**config.mk**
```make
export PLATFORM = sky130hd
export DESIGN_NAME = dma_sequencer
export DESIGN_NICKNAME = d
export VERILOG_FILES = /design/src/rtl/dma_sequencer.sv
export SDC_FILE = /design/constraint.sdc
export NUM_CORES = 1
export LEC_CHECK = 0
export CAP_MARGIN = 25
export CORE_ASPECT_RATIO = 0.5
export CORE_MARGIN = 5
export CORE_UTILIZATION = 50
export CTS_CLUSTER_SIZE = 24
export DETAILED_ROUTE_END_ITERATION = 10
export HOLD_SLACK_MARGIN = 0.12
export PLACE_DENSITY = 0.84
export SYNTH_ARGS = -nofsm -noshare
export SYNTH_HDL_FRONTEND = slang
export SYNTH_SLANG_ARGS = --single-unit
```
**constraint.sdc**
```tcl
create_clock -name CLK -period 7.5 [get_ports CLK]
set_input_delay 1.5 -clock CLK [delete_from_list [all_inputs] [get_ports CLK]]
set_output_delay 1.5 -clock CLK [all_outputs]
set_load 0.02 [all_outputs]
```
**src/rtl/dma_sequencer.sv**
```systemverilog
// dma_sequencer: SDMAC channel bus-master sequencer. It arbitrates for the
// 68030 bus (_BR/_BG/_BGACK) and issues one longword cycle per FIFO entry.
// It keeps the address and word counters and raises TC/FLUSHED/ERR status.
// Ports: CLK, _RST (sync, active-low); strobes ST_DMA/SP_DMA/FLUSH/CLR_INT;
//   config DMADIR, INTENA, WTC_IN, ACR_IN; FIFO_FULL/FIFO_EMPTY; _BG,
//   BUS_FREE, CYC_DONE in. _BR, _BGACK, CYC_REQ, CYC_RW, ADDR_OUT, WTC_OUT,
//   FIFO_PUSH, FIFO_POP, ACTIVE, TC, FLUSHED, ERR, INT out.
// Option: define DMA_TIMEOUT_EN to abort a cycle that never sees CYC_DONE.
module dma_sequencer #(
  parameter int BURST_LEN      = 8,
  parameter int TIMEOUT_CYCLES = 255
) (
  input  logic        CLK,
  input  logic        _RST,
  input  logic        ST_DMA,
  input  logic        SP_DMA,
  input  logic        FLUSH,
  input  logic        CLR_INT,
  input  logic        DMADIR,
  input  logic        INTENA,
  input  logic [23:0] WTC_IN,
  input  logic [31:0] ACR_IN,
  input  logic        FIFO_FULL,
  input  logic        FIFO_EMPTY,
  input  logic        _BG,
  input  logic        BUS_FREE,
  input  logic        CYC_DONE,
  output logic        _BR,
  output logic        _BGACK,
  output logic        CYC_REQ,
  output logic        CYC_RW,
  output logic [31:0] ADDR_OUT,
  output logic [23:0] WTC_OUT,
  output logic        FIFO_PUSH,
  output logic        FIFO_POP,
  output logic        ACTIVE,
  output logic        TC,
  output logic        FLUSHED,
  output logic        ERR,
  output logic        INT
);

  typedef enum logic [2:0] {
    IDLE, ARM, REQ, OWN, XFER, NEXT, REL
  } state_t;

  localparam logic [7:0] BLEN = 8'(BURST_LEN);

  state_t      state, state_nx;
  logic [31:0] addr, addr_nx;
  logic [23:0] wtc, wtc_nx;
  logic [7:0]  burst, burst_nx;
  logic        dir, dir_nx;
  logic        active, active_nx;
  logic        br, br_nx;
  logic        bgack, bgack_nx;
  logic        cyc_req, cyc_req_nx;
  logic        push, push_nx;
  logic        pop, pop_nx;
  logic        tc, tc_nx;
  logic        flushed, flushed_nx;
  logic        stop_pend, stop_nx;
  logic        flush_pend, fpend_nx;
  logic        tc_set, fl_set;
  logic        stop, ready, limit;
  logic        timeout;

  always_ff @(posedge CLK) begin
    if (!_RST) begin
      state      <= IDLE;
      addr       <= '0;
      wtc        <= '0;
      burst      <= '0;
      dir        <= 1'b0;
      active     <= 1'b0;
      br         <= 1'b1;
      bgack      <= 1'b1;
      cyc_req    <= 1'b0;
      push       <= 1'b0;
      pop        <= 1'b0;
      tc         <= 1'b0;
      flushed    <= 1'b0;
      stop_pend  <= 1'b0;
      flush_pend <= 1'b0;
    end else begin
      state      <= state_nx;
      addr       <= addr_nx;
      wtc        <= wtc_nx;
      burst      <= burst_nx;
      dir        <= dir_nx;
      active     <= active_nx;
      br         <= br_nx;
      bgack      <= bgack_nx;
      cyc_req    <= cyc_req_nx;
      push       <= push_nx;
      pop        <= pop_nx;
      tc         <= tc_nx;
      flushed    <= flushed_nx;
      stop_pend  <= stop_nx;
      flush_pend <= fpend_nx;
    end
  end

  // Write direction drains either a full FIFO or, while a flush is
  // pending, whatever is left in it.
  assign ready = dir ? FIFO_EMPTY
                     : (FIFO_FULL | (flush_pend & ~FIFO_EMPTY));
  assign limit = dir ? FIFO_FULL : FIFO_EMPTY;
  assign stop  = stop_pend | SP_DMA;

  always_comb begin
    state_nx   = state;
    addr_nx    = addr;
    wtc_nx     = wtc;
    burst_nx   = burst;
    dir_nx     = dir;
    active_nx  = active;
    br_nx      = br;
    bgack_nx   = bgack;
    cyc_req_nx = cyc_req;
    push_nx    = 1'b0;
    pop_nx     = 1'b0;
    stop_nx    = stop_pend;
    fpend_nx   = flush_pend;
    tc_set     = 1'b0;
    fl_set     = 1'b0;
    case (state)
      IDLE: begin
        if (ST_DMA && !SP_DMA) begin
          addr_nx = {ACR_IN[31:2], 2'b00};
          wtc_nx  = WTC_IN;
          dir_nx  = DMADIR;
          if (WTC_IN == '0) begin
            tc_set = 1'b1;
          end else begin
            state_nx  = ARM;
            active_nx = 1'b1;
          end
        end
      end
      ARM: begin
        if (SP_DMA) begin
          state_nx  = IDLE;
          active_nx = 1'b0;
          fpend_nx  = 1'b0;
        end else if (ready) begin
          state_nx = REQ;
          br_nx    = 1'b0;
        end
      end
      REQ: begin
        if (SP_DMA) begin
          state_nx  = IDLE;
          br_nx     = 1'b1;
          active_nx = 1'b0;
          fpend_nx  = 1'b0;
        end else if (!_BG && BUS_FREE) begin
          state_nx = OWN;
          br_nx    = 1'b1;
          bgack_nx = 1'b0;
          burst_nx = '0;
        end
      end
      OWN: begin
        stop_nx    = stop;
        state_nx   = XFER;
        cyc_req_nx = 1'b1;
      end
      XFER: begin
        stop_nx = stop;
        if (CYC_DONE) begin
          cyc_req_nx = 1'b0;
          addr_nx    = addr + 32'd4;
          wtc_nx     = wtc - 24'd1;
          burst_nx   = burst + 8'd1;
          push_nx    = dir;
          pop_nx     = ~dir;
          state_nx   = NEXT;
        end else if (timeout) begin
          // Abandon the cycle and leave the bus as if stopped.
          cyc_req_nx = 1'b0;
          stop_nx    = 1'b1;
          bgack_nx   = 1'b1;
          state_nx   = REL;
        end
      end
      NEXT: begin
        stop_nx = stop;
        if (wtc == '0) begin
          tc_set   = 1'b1;
          bgack_nx = 1'b1;
          state_nx = REL;
        end else if (burst == BLEN || limit || stop) begin
          bgack_nx = 1'b1;
          state_nx = REL;
        end else begin
          cyc_req_nx = 1'b1;
          state_nx   = XFER;
        end
      end
      REL: begin
        if (wtc == '0 || stop) begin
          state_nx  = IDLE;
          active_nx = 1'b0;
          stop_nx   = 1'b0;
          fpend_nx  = 1'b0;
        end else begin
          state_nx = ARM;
        end
      end
      default: state_nx = IDLE;
    endcase
    if (flush_pend && FIFO_EMPTY &&
        (state == ARM || state == REL)) begin
      fl_set   = 1'b1;
      fpend_nx = 1'b0;
    end
    if (FLUSH) begin
      if (dir || !active) fl_set = 1'b1;
      else fpend_nx = 1'b1;
    end
    // A set event in the same cycle beats CLR_INT.
    tc_nx      = tc_set | (tc & ~CLR_INT);
    flushed_nx = fl_set | (flushed & ~CLR_INT);
  end

`ifdef DMA_TIMEOUT_EN
  localparam int TW = $clog2(TIMEOUT_CYCLES + 1);
  logic [TW-1:0] to_cnt;
  logic          err;

  always_ff @(posedge CLK) begin
    if (!_RST) begin
      to_cnt <= '0;
      err    <= 1'b0;
    end else begin
      if (!cyc_req || CYC_DONE) to_cnt <= '0;
      else to_cnt <= to_cnt + 1'b1;
      err <= timeout | (err & ~CLR_INT);
    end
  end

  assign timeout = cyc_req & ~CYC_DONE &
                   (to_cnt == TW'(TIMEOUT_CYCLES - 1));
  assign ERR = err;
`else
  assign timeout = 1'b0;
  assign ERR     = 1'b0;
`endif

  assign _BR       = br;
  assign _BGACK    = bgack;
  assign CYC_REQ   = cyc_req;
  assign CYC_RW    = dir;
  assign ADDR_OUT  = addr;
  assign WTC_OUT   = wtc;
  assign FIFO_PUSH = push;
  assign FIFO_POP  = pop;
  assign ACTIVE    = active;
  assign TC        = tc;
  assign FLUSHED   = flushed;
  assign INT       = tc & INTENA;

endmodule

```
Word level (Yosys, flattened, before mapping)
Index checks and enable logic that the tools add are counted.
{"block": "totals", "ff_bits": 78, "inputBits": 69, "elab_cells": 140}
{"block": "classes", "n_addsub": 3, "n_eq_ne": 21, "n_mux": 56, "n_bitwise": 11, "n_reduce_logical": 34}
{"op": "32-bit 2-to-1 mux", "n": 2}
{"op": "32-bit case mux with 2 select lines", "n": 1}
{"op": "24-bit zero test", "n": 2}
{"op": "24-bit 2-to-1 mux", "n": 2}
{"op": "24-bit case mux with 2 select lines", "n": 1}
{"op": "32-bit by 3-bit adder with 32-bit output (second input constant)", "n": 1}
{"op": "1-bit 2-to-1 mux", "n": 29}
{"op": "8-bit 2-to-1 mux", "n": 3}
{"op": "24-bit by 1-bit subtractor with 24-bit output (second input constant)", "n": 1}
{"op": "3-bit 2-to-1 mux", "n": 7}
{"op": "3-bit case mux with 7 select lines", "n": 1}
{"op": "2-bit inequality test (second input constant)", "n": 10}
{"op": "8-bit case mux with 2 select lines", "n": 1}
{"op": "4-bit AND reduction", "n": 4}
{"op": "1-bit case mux with 2 select lines", "n": 5}
{"op": "5-bit AND reduction", "n": 2}
{"op": "2-bit nonzero test", "n": 5}
{"op": "3-bit == test (second input constant)", "n": 3}
{"op": "3-bit inequality test (second input constant)", "n": 3}
{"op": "8-bit by 1-bit adder with 8-bit output (second input constant)", "n": 1}
{"op": "8-bit by 4-bit == test with 1-bit output (second input constant)", "n": 1}
{"op": "3-bit by 2-bit == test with 1-bit output (second input constant)", "n": 2}
{"op": "1-bit case mux with 3 select lines", "n": 2}
{"op": "3-bit AND reduction", "n": 2}
{"op": "other kinds (14)", "n": 34}

Longest topological paths before layout
Gate-level depths: netlist of the first run.
{"block": "depth", "ltp_word": 7, "depth_mapped": 9, "depth_no_buf": 7}

Worst setup path before layout of the first run
No wires, ideal clock.
{"block": "synth_timing", "kind": "input port to flip-flop", "from": "in SP_DMA", "to": "reg addr[5] (netlist: ADDR_OUT[5])", "setup_time_ps": 70, "arrival_time_ps": 3321, "required_ps": 7430, "setup_slack_ps": 4108, "cell_stages": 7, "path_buffers": 3, "path_cell_list": "clkbuf_1 -> or3b_2 -> a211oi_2 -> clkbuf_1 -> clkbuf_1 -> o21ai_0 -> a21oi_1"}
{"block": "synth_via", "elab_chain_len": 4}
{"item": "start: declaration", "line_no": "16", "rtl": "input logic SP_DMA,"}
{"item": "1-bit zero test", "line_no": "129", "rtl": "if (ST_DMA && !SP_DMA) begin"}
{"item": "1-bit logical AND", "line_no": "129"}
{"item": "2-bit inequality test (no source line)"}
{"item": "3-bit AND reduction (no source line)"}
{"item": "end signal: assignment", "line_no": "87", "rtl": "addr <= addr_nx;"}
{"item": "end: declaration", "line_no": "50", "rtl": "logic [31:0] addr, addr_nx;"}
No other way between the ends.
A chain may end at the register's enable or synchronous reset.

Worst setup path in the final report of the first run
{"block": "layout_timing", "from": "in INTENA", "to": "out INT"}
{"block": "layout_via", "elab_chain_len": 1}
{"item": "start: declaration", "line_no": "20", "rtl": "input logic INTENA,"}
{"item": "1-bit AND", "line_no": "262", "rtl": "assign INT = tc & INTENA;"}
{"item": "end: declaration", "line_no": "40", "rtl": "output logic INT"}
No other way between the ends.

==> impl_metrics.csv, run 1 <==
group,metric,value,unit
setup_path,crit_cells,3,
setup_path,cp.required,6.00,ns
synth,yosys_warnings,0,
routing,vias,5314,
worst_hold_path,hold_start,"_BGACK$_SDFFE_PN1P_",
clock_tree,cts-resized-gates,0,
setup_path,max_stage_delay,0.60,ns
grt,grt_use_met3,0.0722,
grt,globalRouteTotalUtil,0.261,
setup_path,critPathMostFrequentCell,"clkdlybuf4s50_1",
synth,syn_area,4580,um^2
cells_and_area,antenna_cells,0,
routing,drt_iter0_drc,613,
sta,max_slew_margin,0.338,
setup_path,path_cells,"clkdlybuf4s50_1 > and2_1 > clkdlybuf4s50_1",
place,portBuffers,130,
synth,ys.flop_type,"dfxtp_1",
clock_tree,cts-htree-levels,3,
clock_tree,clock_sinks,76,
cells_and_area,final_cell_mix,"clkdlybuf4s50_1, dfxtp_1, nor2_1",
grt,grt_max_degree,79,
routing,wirelength,15200,um
setup_path,slowest_stage,"clkdlybuf4s50_1",
grt,grt.met2_usage,0.415,
sta,setup_viol,0,
cells_and_area,fill_cells,723,
routing,avgRoutedWirePerCell,18.2,um
routing,ant_nets,0,
setup_path,crit_type,"in2out",
grt,grt.overflow.total,0,
die,num_io_pins,136,
power_and_ir_drop,peakVddDrop,0.133,mV
cells_and_area,nets,784,
setup_path,startpoint_type,"input port",
place,pre_cts_ws,3.31,ns
routing,first_pass_iters,5,
die,die_h,77.7,um
worst_hold_path,hold_path_class,"reg2reg",
setup_path,reg2reg_to,"TC$_SDFF_PN0_",
sta,setup_ws,3.33,ns
clock_tree,clkLatencyLatePin,0.34,ns
sta,slew_viol_final,0,
clock_tree,holdBufCountCts,0,
status,status,"completed",
die,rows,24,
power_and_ir_drop,p_leak,2.17,nW
routing,drc,0,
synth,yosysUniqueCellTypes,65,
setup_path,critPathMaxFanout,1,
setup_path,cp-startpoint,"INTENA",
grt,busiest_layer,"met2",
synth,syn_inst,606,
clock_tree,tritoncts,"yes",
die,fp.coreArea,8830,um^2
grt,grt_pass1_vias,4810,
cells_and_area,layout-drive-gt1-share,0.0601,
place,place_hpwl,10500,um
place,place_congestion,0.913,
synth,seq_area_frac_synth,0.332,
setup_path,crit_end,"INT",
synth,syn_area_per_cell,7.56,um^2
synth,async_reset_ff_frac,0,
die,dieArea,11300,um^2
sta,worst_pin_slew,0.979,ns
sta,fin_tns_setup,0,ns
sta,rsz0062_at_grt,"false",
clock_tree,post_cts_buffers,0,
sta,period_needed,4.17,ns
grt,use_met1,0.354,
setup_path,worst-path-buf-inv,2,
grt,grt_first_pass_wirelength,24800,um
routing,avgViaCountPerCell,6.39,
die,initial_utilization,0.519,
clock_tree,clk_pin_slew_worst_paths,0.06,ns
setup_path,worstRegToRegCells,5,
synth,synth_edf_count,0,
setup_path,cp_data_arrival_time,2.67,ns
die,die-width,145,um
flow_run,maxCapViolations,0,
sta,fmax,240,MHz
cells_and_area,final_core_util,0.708,
synth,ys_ff_latch,76,
cells_and_area,final_common_cell,"clkdlybuf4s50_1",
setup_path,critical_path.top_delay_family,"buffers and inverters",
sta,period_share,0.556,
setup_path,r2r_start,"state[1]$_SDFFE_PN0P_",
cells_and_area,area_growth,36.5,%
sta,skew,0.00381,ns
power_and_ir_drop,p_per_area,192,nW/um^2
clock_tree,cts_max_path_buffers,2,
setup_path,endpoint_kind,"output pin",
sta,hold_violations,0,
sta,whs,0.477,ns
clock_tree,cts_root_buffer,"clkbuf_16",
setup_path,r2r_slack,4.72,ns
grt,antenna_found_initial,0,
clock_tree,cts_buffers,9,
-- through the flow --
| step | instance area (um^2) | power (mW) | instances |
|---|---|---|---|
| 2_1_floorplan | 4590 | 0.610 | 608 |
| 3_3_place_gp | 5910 | 0.721 | 816 |
| 3_5_place_dp | 5910 | 0.726 | 816 |
| 4_1_cts | 6240 | 1.20 | 831 |
| 5_1_grt | 6250 | 1.25 | 832 |
| 6_report | 6250 | 1.20 | 832 |
-- worst reg2reg max path: cells and delay by family (launching register included) --
| kind | cells | cell delay (ns) |
|---|---|---|
| and+or+nand+nor | 3 | 1.23 |
| DFF | 1 | 0.72 |
| buffers and inverters | 1 | 0.60 |
| AOI/OAI and AO/OA | 1 | 0.18 |
-- cells in the mapped netlist, drive strengths merged, types with 4 or more instances --
cell type,count,area share
dfxtp,76,0.33
nor2,67,0.055
nand2,56,0.046
o21ai,48,0.052
clkbuf,40,0.033
a21oi,36,0.039
nand3,28,0.031
nor3,25,0.027
nor4,19,0.026
nand4,16,0.022
a211oi,13,0.022
a31oi,12,0.016
o31ai,10,0.016
inv,9,0.0074
nor2b,8,0.011
a22oi,7,0.011
a32o,7,0.015
and2,7,0.010
and3,7,0.0096
buf,7,0.0098
mux2i,6,0.013
o211ai,6,0.0098
o221ai,6,0.011
or3,6,0.0082
or4,6,0.011
nor3b,5,0.0082
a221oi,4,0.0076
ha,4,0.011
o21a,4,0.0066
or2,4,0.0055
xnor2,4,0.0076
-- how the worst min path moves through the flow --
stage	endpoint	cells after the start
after detailed placement	_BGACK$_SDFFE_PN1P_	2
after global routing	_BGACK$_SDFFE_PN1P_	2
final	_BGACK$_SDFFE_PN1P_	2
after floorplan	burst[1]$_SDFFE_PN0P_	2
after CTS	_BGACK$_SDFFE_PN1P_	2
after global placement	_BGACK$_SDFFE_PN1P_	2
-- cell families (layout without fill, tap and decap cells) --
kind of cell	Yosys count	count (layout)	share of synthesized area
buffers and inverters	56	163	0.0500
xor gates and xnor gates	6	6	0.0115
adders and majority gates	4	4	0.0109
DFF	76	76	0.332
AOI/OAI and AO/OA	186	186	0.277
other	1	3	0.000819
and+or+nand+nor	269	269	0.299
muxes	8	8	0.0180
-- final cells by class --
| type | count | area (um^2) | area share |
|---|---|---|---|
| clock buffer | 11 | 253 | 0.0404 |
| tap | 117 | 146 | 0.0234 |
| inverter | 9 | 33.8 | 0.00540 |
| multi-input combinational | 476 | 2850 | 0.456 |
| sequential | 76 | 1520 | 0.243 |
| clock inverter | 4 | 72.6 | 0.0116 |
| timing repair buffer | 139 | 1380 | 0.220 |
-- metal layers --
layer	part of all wire	wire length, um	up-vias
met5	0	0	-
met4	0.016	246	0
met3	0.090	1370	31
met2	0.47	7130	262
met1	0.42	6440	2522
li1	-	-	2499
-- power breakdown --
part	internal, mW	total (mW)	leakage [nW]	switching [mW]
sequential	0.427	0.463	0.621	0.0360
clock	0.307	0.477	0.158	0.170
combinational	0.122	0.261	1.39	0.139
-- flip-flops by register name (all words and copies together) (netlist names) --
register    flops
FLUSHED         1
stop_pend       1
FIFO_PUSH       1
FIFO_POP        1
ACTIVE          1
CYC_RW          1
TC              1
_BR             1
state           3
CYC_REQ         1
burst           8
_BGACK          1
WTC_OUT        24
ADDR_OUT       30
flush_pend      1
(Power assumes the default switching activity.)
==> inputs of run 2 (changes only) <==
--- a/config.mk
+++ b/config.mk
@@ -8,11 +8,11 @@
 export CAP_MARGIN = 25
 export CORE_ASPECT_RATIO = 0.5
 export CORE_MARGIN = 5
-export CORE_UTILIZATION = 50
+export CORE_UTILIZATION = 48
 export CTS_CLUSTER_SIZE = 24
 export DETAILED_ROUTE_END_ITERATION = 10
 export HOLD_SLACK_MARGIN = 0.12
-export PLACE_DENSITY = 0.84
+export PLACE_DENSITY = 0.81
 export SYNTH_ARGS = -nofsm -noshare
 export SYNTH_HDL_FRONTEND = slang
 export SYNTH_SLANG_ARGS = --single-unit
==> constraint.sdc (replaced) <==
create_clock -name CLK -period 4.3 [get_ports CLK]
set_input_delay 0.86 -clock CLK [delete_from_list [all_inputs] [get_ports CLK]]
set_output_delay 0.86 -clock CLK [all_outputs]
set_load 0.02 [all_outputs]
==> run 2 against run 1 <==
Compared with the run above: routed wire length rose by 0.99%; critical path type is now in2reg; clock power rose by 87%; sequential cell count did not move; critical endpoint is now WTC_OUT[5]$_SDFFE_PN0P_; cell count rose by 0.72%.
==> impl_metrics.csv, run 2 (synthesis results as in run 1) <==
group,metric,value,unit
grt,grt.overflow.total,0,
setup_path,endpoint_kind,"register",
routing,drc,0,
sta,slew_viol_final,0,
grt,grt_use_met3,0.0564,
clock_tree,clkLatencyLatePin,0.34,ns
place,place_congestion,0.920,
setup_path,startpoint_type,"input port",
power_and_ir_drop,p_leak,2.18,nW
setup_path,worstRegToRegCells,7,
grt,busiest_layer,"met2",
clock_tree,cts_max_path_buffers,2,
die,dieArea,11700,um^2
die,num_io_pins,136,
cells_and_area,final_common_cell,"clkdlybuf4s50_1",
clock_tree,cts-htree-levels,3,
power_and_ir_drop,p_per_area,343,nW/um^2
routing,avgViaCountPerCell,6.28,
cells_and_area,nets,785,
clock_tree,holdBufCountCts,0,
routing,vias,5265,
cells_and_area,largest_reg_flops,30,
grt,use_met1,0.344,
cells_and_area,area_growth,37.5,%
grt,grt_max_degree,61,
routing,drt_iter0_drc,395,
sta,fmax,333,MHz
die,die_h,79.1,um
worst_hold_path,whs_path_depth,1,
place,portBuffers,130,
power_and_ir_drop,peakVddDrop,0.258,mV
setup_path,critPathMaxFanout,20,
worst_hold_path,hold_path_class,"reg2reg",
die,fp.coreArea,9380,um^2
status,status,"completed",
setup_path,reg2reg_to,"state[1]$_SDFFE_PN0P_",
sta,rsz0062_at_grt,"false",
clock_tree,cts_root_buffer,"clkbuf_16",
flow_run,maxCapViolations,0,
sta,setup_viol,0,
clock_tree,tritoncts,"yes",
grt,grt_pass1_vias,4891,
sta,skew,0.00572,ns
cells_and_area,antenna_cells,0,
worst_hold_path,hold_end,"WTC_OUT[22]$_SDFFE_PN0P_",
die,die-width,148,um
grt,grt_first_pass_wirelength,24800,um
routing,first_pass_iters,5,
grt,globalRouteTotalUtil,0.258,
routing,avgRoutedWirePerCell,18.3,um
worst_hold_path,hold_start,"WTC_OUT[22]$_SDFFE_PN0P_",
clock_tree,clk_pin_slew_worst_paths,0.06,ns
clock_tree,post_cts_buffers,0,
place,placed_area,5940,um^2
setup_path,r2r_slack,1.66,ns
setup_path,crit_type,"in2reg",
sta,hold_violations,0,
routing,ant_nets,0,
die,initial_utilization,0.488,
setup_path,cp.required,4.55,ns
clock_tree,cts-resized-gates,0,
grt,grt.met2_usage,0.426,
cells_and_area,layout-drive-gt1-share,0.0628,
cells_and_area,final_cell_mix,"clkdlybuf4s50_1, dfxtp_1, nor2_1",
clock_tree,cts_buffers,9,
sta,period_share,0.697,
place,place_hpwl,10600,um
setup_path,cp_data_arrival_time,3.25,ns
clock_tree,clock_sinks,76,
sta,max_slew_margin,0.301,
sta,fin_tns_setup,0,ns
grt,antenna_found_initial,0,
setup_path,r2r_start,"WTC_OUT[0]$_SDFFE_PN0P_",
die,rows,25,
routing,wirelength,15300,um
cells_and_area,final_area,6290,um^2
sta,period_needed,3.00,ns
sta,worst_pin_slew,1.05,ns
## run 2: changes by cell type in the layout (fill, tap and decap cells not counted)
cell       change
bufinv_16      +1
buf_4          +1
clkbuf_8       -1
clkinv_4       +1
buf_12         +1
buf_8          -1
## run 2: critical path: stages
cell and delay, ns:
clkdlybuf4s50_1 0.59, or3b_2 0.58, a211o_1 0.51, buf_4 0.30, a21oi_1 0.14, nor2_1 0.05
a211oi_1 0.20
## run 2: layout make-up
class | instances | area (um^2)
Tap cell | 121 | 151
Multi-Input combinational cell | 476 | 2850
Clock inverter | 6 | 111
Clock buffer | 10 | 239
Inverter | 9 | 33.8
Fill cell | 792 | 3090
Sequential cell | 76 | 1520
Timing Repair Buffer | 140 | 1390
## run 2: worst max-delay path by stage
stage,startpoint,endpoint,slack (ns),depth (start not counted)
after global placement,SP_DMA,WTC_OUT[5]$_SDFFE_PN0P_,1.00,7
after floorplan,SP_DMA,ADDR_OUT[5]$_SDFFE_PN0P_,1.55,7
after CTS,SP_DMA,WTC_OUT[5]$_SDFFE_PN0P_,1.33,7
after detailed placement,SP_DMA,WTC_OUT[5]$_SDFFE_PN0P_,0.97,7
after global routing,SP_DMA,WTC_OUT[5]$_SDFFE_PN0P_,1.14,7
final,SP_DMA,WTC_OUT[5]$_SDFFE_PN0P_,1.30,7
## run 2: per-stage QoR
| step | std cells | util | total power, mW | hold slack [ns] | setup slack (ns) |
|---|---|---|---|---|---|
| after floorplan | 608 | - | 1.06 | 0.477 | 1.55 |
| after global placement | 822 | 0.633 | 1.26 | 0.481 | 1.00 |
| after detailed placement | 822 | 0.633 | 1.27 | 0.491 | 0.974 |
| after CTS | 838 | 0.671 | 2.16 | 0.502 | 1.33 |
| after global routing | 838 | 0.671 | 2.25 | 0.537 | 1.14 |
| final | 838 | 0.671 | 2.16 | 0.497 | 1.30 |
## run 2: power by group
group / total [mW] / internal, mW / switching, mW
registers: 0.807 / 0.745 / 0.0620
clock network: 0.894 / 0.583 / 0.311
logic: 0.459 / 0.215 / 0.244
total: 2.16 / 1.54 / 0.617
## run 2: routing by layer
metal | part of all wire | routed length (um) | up-vias
met3 | 0.078 | 1200 | 29
li1 | - | - | 2499
met4 | 0.019 | 289 | 0
met5 | 0 | 0 | -
met1 | 0.43 | 6530 | 2516
met2 | 0.48 | 7310 | 221
==> inputs of run 3 (changes only) <==
==> constraint.sdc (replaced) <==
create_clock -name CLK -period 3 [get_ports CLK]
set_input_delay 0.6 -clock CLK [delete_from_list [all_inputs] [get_ports CLK]]
set_output_delay 0.6 -clock CLK [all_outputs]
set_load 0.02 [all_outputs]
==> run 3 against run 2 <==
Compared with the run above: routed wire length decreased by 2.1%; non-clock buffer count up 11; setup slack got worse by 0.98 ns; utilization increased by 0.61 points; sequential share of layout area is 0.22 points lower; sequential cell count did not move; first-iteration DRC count up 14%; largest cell class unchanged; largest power group is now registers.
==> impl_metrics.csv, run 3 (synthesis results as in run 1) <==
group,metric,value,unit
sta,fin_tns_setup,0,ns
clock_tree,clkLatencyLatePin,0.34,ns
sta,setup_viol,0,
setup_path,endpoint_kind,"register",
die,die-width,148,um
cells_and_area,largest_reg_flops,30,
power_and_ir_drop,p_per_area,463,nW/um^2
sta,period_needed,2.68,ns
place,place_congestion,0.934,
routing,ant_nets,0,
die,die_h,79.1,um
place,place_hpwl,10600,um
cells_and_area,antenna_cells,0,
cells_and_area,area_growth,38.7,%
clock_tree,cts-htree-levels,3,
setup_path,critPathMaxFanout,10,
cells_and_area,final_cell_mix,"clkdlybuf4s50_1, dfxtp_1, nor2_1",
clock_tree,cts_root_buffer,"clkbuf_16",
sta,rsz0062_at_grt,"false",
routing,first_pass_iters,5,
grt,grt_first_pass_wirelength,24100,um
die,num_io_pins,136,
place,portBuffers,130,
sta,fmax,373,MHz
die,rows,25,
worst_hold_path,hold_path_class,"reg2reg",
clock_tree,post_cts_buffers,0,
clock_tree,cts-resized-gates,0,
flow_run,maxCapViolations,0,
sta,skew,0.00623,ns
clock_tree,cts_max_path_buffers,2,
sta,period_share,0.893,
setup_path,cp.required,3.24,ns
place,placed_area,6050,um^2
sta,worst_pin_slew,0.770,ns
sta,max_slew_margin,0.482,
setup_path,cp_data_arrival_time,2.92,ns
cells_and_area,final_area,6350,um^2
sta,hold_violations,0,
status,status,"completed",
grt,antenna_found_initial,0,
clock_tree,clock_sinks,76,
grt,grt_max_degree,61,
grt,grt_pass1_vias,4766,
routing,wirelength,15000,um
clock_tree,holdBufCountCts,0,
sta,setup_ws,0.320,ns
power_and_ir_drop,peakVddDrop,0.290,mV
routing,vias,5248,
routing,drc,0,
sta,slew_viol_final,0,
cells_and_area,nets,796,
cells_and_area,layout-drive-gt1-share,0.0769,
power_and_ir_drop,p_leak,2.22,nW
clock_tree,clk_pin_slew_worst_paths,0.06,ns
routing,avgViaCountPerCell,6.18,
routing,avgRoutedWirePerCell,17.7,um
place,pre_cts_ws,0.204,ns
routing,drt_iter0_drc,451,
place,dpl.cell_count,833,
grt,grt.overflow.total,0,
cells_and_area,instances_no_fill,849,
die,fp.coreArea,9380,um^2
setup_path,startpoint_type,"register",
die,dieArea,11700,um^2
setup_path,crit_type,"reg2reg",
clock_tree,cts_buffers,9,
power_and_ir_drop,power.total,2.94,mW
grt,globalRouteTotalUtil,0.250,
cells_and_area,final_common_cell,"clkdlybuf4s50_1",
die,initial_utilization,0.488,
clock_tree,tritoncts,"yes",
run 3: cell count changes in the layout (fill, tap and decap cells not counted), sizes merged:
| cell | delta |
|---|---|
| buf | +11 |
| bufinv | -2 |
| clkbuf | -1 |
| clkinv | -1 |
| clkinvlp | +2 |
| inv | +2 |
run 3: worst paths after layout:
check / slack [ns] / cells after the start / start / end
worst max register to register: 0.32 / 7 / WTC_OUT[0]$_SDFFE_PN0P_ / state[1]$_SDFFE_PN0P_
worst max-delay path: 0.32 / 7 / WTC_OUT[0]$_SDFFE_PN0P_ / state[1]$_SDFFE_PN0P_
worst min-delay path: 0.49 / 2 / WTC_OUT[11]$_SDFFE_PN0P_ / WTC_OUT[11]$_SDFFE_PN0P_
worst min register to register: 0.49 / 2 / WTC_OUT[11]$_SDFFE_PN0P_ / WTC_OUT[11]$_SDFFE_PN0P_
run 3: per-layer routing:
metal  routed length [um]  track usage
met1                 6620        0.348
met2                 6970        0.393
met3                 1210       0.0570
met4                  211       0.0636
met5                    0            0
run 3: final cells by class:
| cell class | instances | area [um^2] |
|---|---|---|
| inverters | 9 | 33.8 |
| clock inverters | 7 | 75.1 |
| repair buffers | 151 | 1500 |
| flip-flops and latches | 76 | 1520 |
| multi-input cells | 476 | 2850 |
| well taps | 121 | 151 |
| fillers | 790 | 3030 |
| clock buffers | 9 | 225 |
run 3: stage by stage:
step                      hold slack [ns]  utilization
after CTS                           0.493        0.677
final                               0.489        0.677
after detailed placement            0.485        0.645
after floorplan                     0.477            -
after global placement              0.480        0.645
after global routing                0.517        0.677
run 3: critical path, cell delays in order (launching register included):
cell and delay (ns):
dfxtp_1 0.35, inv_1 0.09, ha_1 0.20, or4b_4 0.53
or4_4 0.65, o311a_4 0.35, and2_4 0.16, o41ai_2 0.26
run 3: report_power, final:
part / internal (mW) / leakage, nW / switching [mW]
clock: 0.649 / 0.138 / 0.465
combinational: 0.322 / 1.46 / 0.351
sequential: 1.07 / 0.621 / 0.0861
total: 2.04 / 2.22 / 0.901
